==> config.mk <==
export PLATFORM = sky130hd
export DESIGN_NAME = serial_subtractor
export DESIGN_NICKNAME = d
export VERILOG_FILES = /design/src/rtl/serial_subtractor_pkg.sv /design/src/rtl/full_subtractor.sv /design/src/rtl/serial_subtractor.sv
export SDC_FILE = /design/constraint.sdc
export NUM_CORES = 1
export LEC_CHECK = 0
export ABC_CLOCK_PERIOD_IN_PS = 1450
export CAP_MARGIN = 5
export CELL_PAD_IN_SITES_DETAIL_PLACEMENT = 1
export CELL_PAD_IN_SITES_GLOBAL_PLACEMENT = 2
export CORE_MARGIN = 4
export CORE_UTILIZATION = 32
export CTS_CLUSTER_DIAMETER = 40
export DETAILED_ROUTE_END_ITERATION = 6
export PLACE_DENSITY = 0.81
export SLEW_MARGIN = 20
export SYNTH_ARGS = -nofsm -noshare
export SYNTH_HDL_FRONTEND = slang
export SYNTH_SLANG_ARGS = --single-unit
==> constraint.sdc <==
create_clock -name clk -period 1.45 [get_ports clk]
set_input_delay 0.29 -clock clk [delete_from_list [all_inputs] [get_ports clk]]
set_output_delay 0.29 -clock clk [all_outputs]
set_load 0.02 [all_outputs]
==> src/rtl/serial_subtractor_pkg.sv <==
// rtl/serial_subtractor_pkg.sv - shared ALU constants, state enum and flag bit indices
//
// Purpose: common definitions for the bit-serial subtract path and the flags register.
//   state_e       : sequencer states of the serial subtractor
//   DEFAULT_WIDTH : default operand/result width
//   FLAG_*        : bit positions of Z, N, C(borrow), V in the flags register
package serial_subtractor_pkg;

    typedef enum logic [1:0] {
        ST_IDLE = 2'd0,
        ST_RUN  = 2'd1,
        ST_DONE = 2'd2
    } state_e;

    localparam int DEFAULT_WIDTH = 8;

    localparam int FLAG_Z = 0;
    localparam int FLAG_N = 1;
    localparam int FLAG_C = 2;
    localparam int FLAG_V = 3;
    localparam int FLAG_W = 4;

endpackage

==> src/rtl/full_subtractor.sv <==
// rtl/full_subtractor.sv - single-bit combinational full subtractor cell
//
// Purpose: computes one bit of a - b - bin.
// Ports:
//   a, b, bin : minuend bit, subtrahend bit, incoming borrow
//   d         : difference bit
//   bout      : outgoing borrow
module full_subtractor (
    input  logic a,
    input  logic b,
    input  logic bin,
    output logic d,
    output logic bout
);

    assign d    = a ^ b ^ bin;
    assign bout = (~a & b) | (~(a ^ b) & bin);

endmodule

==> src/rtl/serial_subtractor.sv <==
// rtl/serial_subtractor.sv - bit-serial subtractor computing a - b - borrow_in over WIDTH cycles
//
// Purpose: one full-subtractor cell per clock, LSB first, with a registered borrow.
// Ports:
//   clk, rst_n             : clock (rising edge), asynchronous active-low reset
//   start                  : request, sampled only in IDLE
//   a, b, borrow_in        : operands, captured on the accepting edge
//   busy                   : high while bits are being processed
//   done                   : one-cycle pulse after result/flags are committed
//   result, borrow_out     : difference and final borrow, held until next done
//   zero, negative, overflow : status flags for the flags register
module serial_subtractor
    import serial_subtractor_pkg::*;
#(
    parameter int WIDTH = DEFAULT_WIDTH,
    parameter int CNT_W = $clog2(WIDTH)
) (
    input  logic             clk,
    input  logic             rst_n,
    input  logic             start,
    input  logic [WIDTH-1:0] a,
    input  logic [WIDTH-1:0] b,
    input  logic             borrow_in,
    output logic             busy,
    output logic             done,
    output logic [WIDTH-1:0] result,
    output logic             borrow_out,
    output logic             zero,
    output logic             negative,
    output logic             overflow
);

    localparam logic [CNT_W-1:0] LAST_CNT = CNT_W'(WIDTH - 1);

    state_e             state_q, state_d;
    logic [WIDTH-1:0]   a_sh_q, a_sh_d;
    logic [WIDTH-1:0]   b_sh_q, b_sh_d;
    // Only WIDTH-1 bits are stored: the final bit comes straight from the cell
    // on the committing edge.
    logic [WIDTH-2:0]   diff_sh_q, diff_sh_d;
    logic               brw_q, brw_d;
    logic [CNT_W-1:0]   cnt_q, cnt_d;
    logic               a_msb_q, a_msb_d;
    logic               b_msb_q, b_msb_d;
    logic [WIDTH-1:0]   result_q, result_d;
    logic [FLAG_W-1:0]  flags_q, flags_d;

    logic               cell_d;
    logic               cell_bout;
    logic [WIDTH-1:0]   diff_full;

    full_subtractor u_cell (
        .a    (a_sh_q[0]),
        .b    (b_sh_q[0]),
        .bin  (brw_q),
        .d    (cell_d),
        .bout (cell_bout)
    );

    assign diff_full = {cell_d, diff_sh_q};

    always_comb begin
        state_d   = state_q;
        a_sh_d    = a_sh_q;
        b_sh_d    = b_sh_q;
        diff_sh_d = diff_sh_q;
        brw_d     = brw_q;
        cnt_d     = cnt_q;
        a_msb_d   = a_msb_q;
        b_msb_d   = b_msb_q;
        result_d  = result_q;
        flags_d   = flags_q;

        case (state_q)
            ST_IDLE: begin
                if (start) begin
                    a_sh_d  = a;
                    b_sh_d  = b;
                    brw_d   = borrow_in;
                    cnt_d   = '0;
                    a_msb_d = a[WIDTH-1];
                    b_msb_d = b[WIDTH-1];
                    state_d = ST_RUN;
                end
            end
            ST_RUN: begin
                a_sh_d    = {1'b0, a_sh_q[WIDTH-1:1]};
                b_sh_d    = {1'b0, b_sh_q[WIDTH-1:1]};
                diff_sh_d = diff_full[WIDTH-1:1];
                brw_d     = cell_bout;
                cnt_d     = cnt_q + CNT_W'(1);
                if (cnt_q == LAST_CNT) begin
                    result_d        = diff_full;
                    flags_d[FLAG_Z] = (diff_full == '0);
                    flags_d[FLAG_N] = diff_full[WIDTH-1];
                    flags_d[FLAG_C] = cell_bout;
                    // Signed overflow of a - b uses the latched operand signs;
                    // the initial borrow does not enter the definition.
                    flags_d[FLAG_V] = (a_msb_q != b_msb_q) && (diff_full[WIDTH-1] != a_msb_q);
                    state_d         = ST_DONE;
                end
            end
            ST_DONE: begin
                state_d = ST_IDLE;
            end
            default: begin
                state_d = ST_IDLE;
            end
        endcase
    end

    always_ff @(posedge clk or negedge rst_n) begin
        if (!rst_n) begin
            state_q   <= ST_IDLE;
            a_sh_q    <= '0;
            b_sh_q    <= '0;
            diff_sh_q <= '0;
            brw_q     <= 1'b0;
            cnt_q     <= '0;
            a_msb_q   <= 1'b0;
            b_msb_q   <= 1'b0;
            result_q  <= '0;
            flags_q   <= '0;
        end else begin
            state_q   <= state_d;
            a_sh_q    <= a_sh_d;
            b_sh_q    <= b_sh_d;
            diff_sh_q <= diff_sh_d;
            brw_q     <= brw_d;
            cnt_q     <= cnt_d;
            a_msb_q   <= a_msb_d;
            b_msb_q   <= b_msb_d;
            result_q  <= result_d;
            flags_q   <= flags_d;
        end
    end

    assign busy       = (state_q == ST_RUN);
    assign done       = (state_q == ST_DONE);
    assign result     = result_q;
    assign zero       = flags_q[FLAG_Z];
    assign negative   = flags_q[FLAG_N];
    assign borrow_out = flags_q[FLAG_C];
    assign overflow   = flags_q[FLAG_V];

endmodule

==> results of run 1 <==
==> layout make-up <==
cell class | instances | area, sq um
clock buffers | 6 | 82.6
flip-flops and latches | 42 | 1050
clock inverters | 2 | 12.5
repair buffers | 47 | 445
well taps | 75 | 93.8
multi-input cells | 97 | 865
fillers | 649 | 3380
inverters | 5 | 18.8
==> worst max path at each step <==
| stage | cells after the start | startpoint | to | slack, ns |
|---|---|---|---|---|
| finish | 5 | b_sh_q[0] | flags_q[3] | -0.02 |
| global route | 5 | b_sh_q[0] | flags_q[3] | -0.10 |
| CTS | 5 | brw_q | flags_q[3] | -0.02 |
| detailed placement | 3 | start | a_msb_q | -0.28 |
| global placement | 3 | start | b_msb_q | -0.23 |
| floorplan | 5 | b_sh_q[0] | flags_q[0] | 0.02 |
==> power breakdown <==
| group | switching, W | internal [W] |
|---|---|---|
| sequential | 0.000395 | 0.00169 |
| clock | 0.000401 | 0.000383 |
| combinational | 0.00117 | 0.00130 |
| total | 0.00197 | 0.00337 |
==> cell usage in the layout, fill, tap and decap left out, types with 2 or more instances in the layout <==
| cell | synthesis | layout |
|---|---|---|
| sky130_fd_sc_hd__dfrtp_2 | 0 | 2 |
| sky130_fd_sc_hd__nand2_1 | 20 | 20 |
| sky130_fd_sc_hd__a22oi_1 | 3 | 3 |
| sky130_fd_sc_hd__nor2b_4 | 2 | 3 |
| sky130_fd_sc_hd__and3b_1 | 2 | 2 |
| sky130_fd_sc_hd__a22o_1 | 3 | 3 |
| sky130_fd_sc_hd__o21ai_2 | 9 | 9 |
| sky130_fd_sc_hd__buf_4 | 3 | 10 |
| sky130_fd_sc_hd__inv_1 | 5 | 3 |
| sky130_fd_sc_hd__buf_6 | 6 | 2 |
| sky130_fd_sc_hd__mux2_2 | 14 | 14 |
| sky130_fd_sc_hd__mux2_4 | 4 | 4 |
| sky130_fd_sc_hd__o21ai_1 | 3 | 5 |
| sky130_fd_sc_hd__clkdlybuf4s50_1 | 0 | 17 |
| sky130_fd_sc_hd__a22oi_2 | 9 | 9 |
| sky130_fd_sc_hd__clkbuf_8 | 0 | 6 |
| sky130_fd_sc_hd__a21oi_1 | 5 | 4 |
| sky130_fd_sc_hd__inv_2 | 0 | 2 |
| sky130_fd_sc_hd__dfrtp_1 | 42 | 40 |
| sky130_fd_sc_hd__dlygate4sd2_1 | 0 | 12 |
| sky130_fd_sc_hd__buf_2 | 0 | 2 |
| sky130_fd_sc_hd__buf_12 | 0 | 2 |
| sky130_fd_sc_hd__o21ai_0 | 7 | 5 |
| sky130_fd_sc_hd__nand3b_4 | 1 | 2 |
==> routing by layer <==
layer / GRT usage, % / up-vias / share of wire [%]
met5: 0 / - / 0
met4: 3.40 / 0 / 0.66
met3: 4.56 / 2 / 5.1
met2: 21.8 / 35 / 49
met1: 17.9 / 662 / 45
li1: - / 628 / -
==> worst max-delay path, stage by stage, from the launching register on <==
cell and delay [ns]:
sky130_fd_sc_hd__dfrtp_1 0.36, sky130_fd_sc_hd__inv_2 0.05, sky130_fd_sc_hd__fa_2 0.64, sky130_fd_sc_hd__nor2b_4 0.17
sky130_fd_sc_hd__a21oi_2 0.06, sky130_fd_sc_hd__o21ai_1 0.12
==> kinds of logic after synthesis <==
group / count (synthesis) / share of synthesized area (%)
flops: 42 / 53.0
compound gates: 41 / 17.2
simple gates: 34 / 10.4
mux: 18 / 11.0
buf+inv: 15 / 6.24
fa+ha+maj: 3 / 2.27
==> per-stage QoR <==
stage / cells / total power, W
after floorplan: 153 / 0.00367
after global placement: 264 / 0.00439
after detailed placement: 264 / 0.00451
after CTS: 274 / 0.00530
after global routing: 274 / 0.00571
final: 274 / 0.00533
==> timing repair <==
item | in CTS | in global routing
gates cloned | 1 | 0
resized for setup | 29 | 9
hold buffers | 1 | 0
hold endpoints to repair | 16 | 0
pin swaps | 3 | 3
setup endpoints to repair | 22 | 14
==> sequential cells by signal (all words and copies together) (netlist names), 2 cells and up <==
| name | cells |
|---|---|
| a_sh_q | 8 |
| b_sh_q | 8 |
| cnt_q | 3 |
| diff_sh_q | 7 |
| flags_q | 4 |
| result | 7 |
| state_q | 2 |
==> flow_summary.ini, run 1 <==
[status]
outcome = complete, but fails checks
violations_in_the_final_reports = negative setup slack

[floorplanning]
chipWidth_um = 86.8
floorplan.initialDensity_pct = 33.3
number_of_primary_i_o_pins = 34
design.die.area_sq_mm = 0.00753
floorplan.core_area_sq_mm = 0.00596
die_h_um = 86.8
floorplan.rows = 28

[final_layout]
post_route_cells_drive_above_1_share_pct = 38.2
final_util_pct = 43.2
insertedDiodeCount = 0
fin_area_sq_mm = 0.00257
areaGrowthSynthToFinish_pct = 29.6
nets = 221

[synth]
synth_top_cell_area_share_pct = 53.0
synth.yosys.warnings = 0
synth_cell_type_count = 28
seq_area_frac_synth_pct = 53.0
synthMostInstantiatedCell = sky130_fd_sc_hd__dfrtp_1
async_flop_share_pct = 100
synth_area_sq_mm = 0.00198
syn_avg_cell_area_sq_um = 13.0
syn-instance-count = 153
syn_nets = 176
synth.top_cells.by_count = sky130_fd_sc_hd__dfrtp_1, sky130_fd_sc_hd__nand2_1, sky130_fd_sc_hd__mux2_2
netlist_top_cells_area = sky130_fd_sc_hd__dfrtp_1, sky130_fd_sc_hd__mux2_2, sky130_fd_sc_hd__a22oi_2
netlist.top_cell.by_area = sky130_fd_sc_hd__dfrtp_1
postSynth.topFlopCell = sky130_fd_sc_hd__dfrtp_1
synth_edf_count = 0
synth_seq_cells = 42

[sta]
grt_setup_unrepaired = yes
tns_ns = -0.0260
fmax_ghz = 0.679
worst_hold_slack_ns = 0.466
setup_slack_ns = -0.0226
timing_worst_slew_pin_value_ns = 0.435
finalHoldViolCount = 0
final_count_of_negative_setup_slack_endpoints = 2
portion_of_the_clock_cycle_consumed_by_the_worst_path_in_the_final_layout_pct = 102
slew_violations = 0
slew-limit-headroom_pct = 71.0
timing.final.crit_period_ns = 1.47
timing.clock.skew_ns = 0.00450

[global_route]
antenna_found_initial = 0
grt_util_all_layers_pct = 13.7
grt-ovfl-total = 0
number_of_global_route_vias_before_repair = 1509
grt_max_degree = 27
first_pass_grt_wire_length_mm = 7.89

[setup_path]
setup.worst_path.end_class = register
r2r_cells = 5
crit-reg2reg-launch = b_sh_q[0]
worstSetupPathType = reg2reg
critical_path_arrival_ns = 1.69
required_ns = 1.67
timing.rr.end = flags_q[3]
worst-r2r-setup-slack_ns = -0.02
worst_setup_path_start_kind = register
timing.critical_path.fanout_max = 4

[placement]
post_dp_cell_area_sq_mm = 0.00242
portBuffers = 33
place.detailed.hpwl_mm = 3.19
gp_routability_congestion = 0.799
place_worst_setup_slack_ns = -0.276

[clock_network]
cts-buffers-inserted = 5
clock_tree.root_cell = sky130_fd_sc_hd__clkbuf_8
cts_tree = yes
ctsLongestPathBuffers = 2
insertion_delay_ns = 0.29
cts_max_level = 2
post_cts.repair.setup_buffers = 0
clkSinkCount = 42
clock_pin_slew_on_the_worst_setup_and_hold_paths_ns = 0.08

[power]
power_density_mw_per_mm2 = 2070
cellLeakagePower_nw = 1.15
vdd.ir_drop.worst_mv = 0.965

[detailed_routing]
detail-route-antenna-nets = 0
drt_pre_antenna_iters = 4
drt-initial-drc-count = 49
drt-wirelength-per-cell_um = 16.6
drt_wl_total_mm = 4.56
avgViaCountPerCell = 4.84
post_detailed_route_drc_marker_count = 0
via_count_of_the_routed_design = 1327

[run]
max-cap-violations = 0

[hold_path]
timing.hold.worst.class = in2async
No activity file was read; power rests on OpenSTA's default activity.
==> run 2: changes to the inputs <==
Settings changed: CAP_MARGIN 5 to unset.
==> results of run 2 <==
The final DEF is identical to that of run 1; final timing and power are the same.
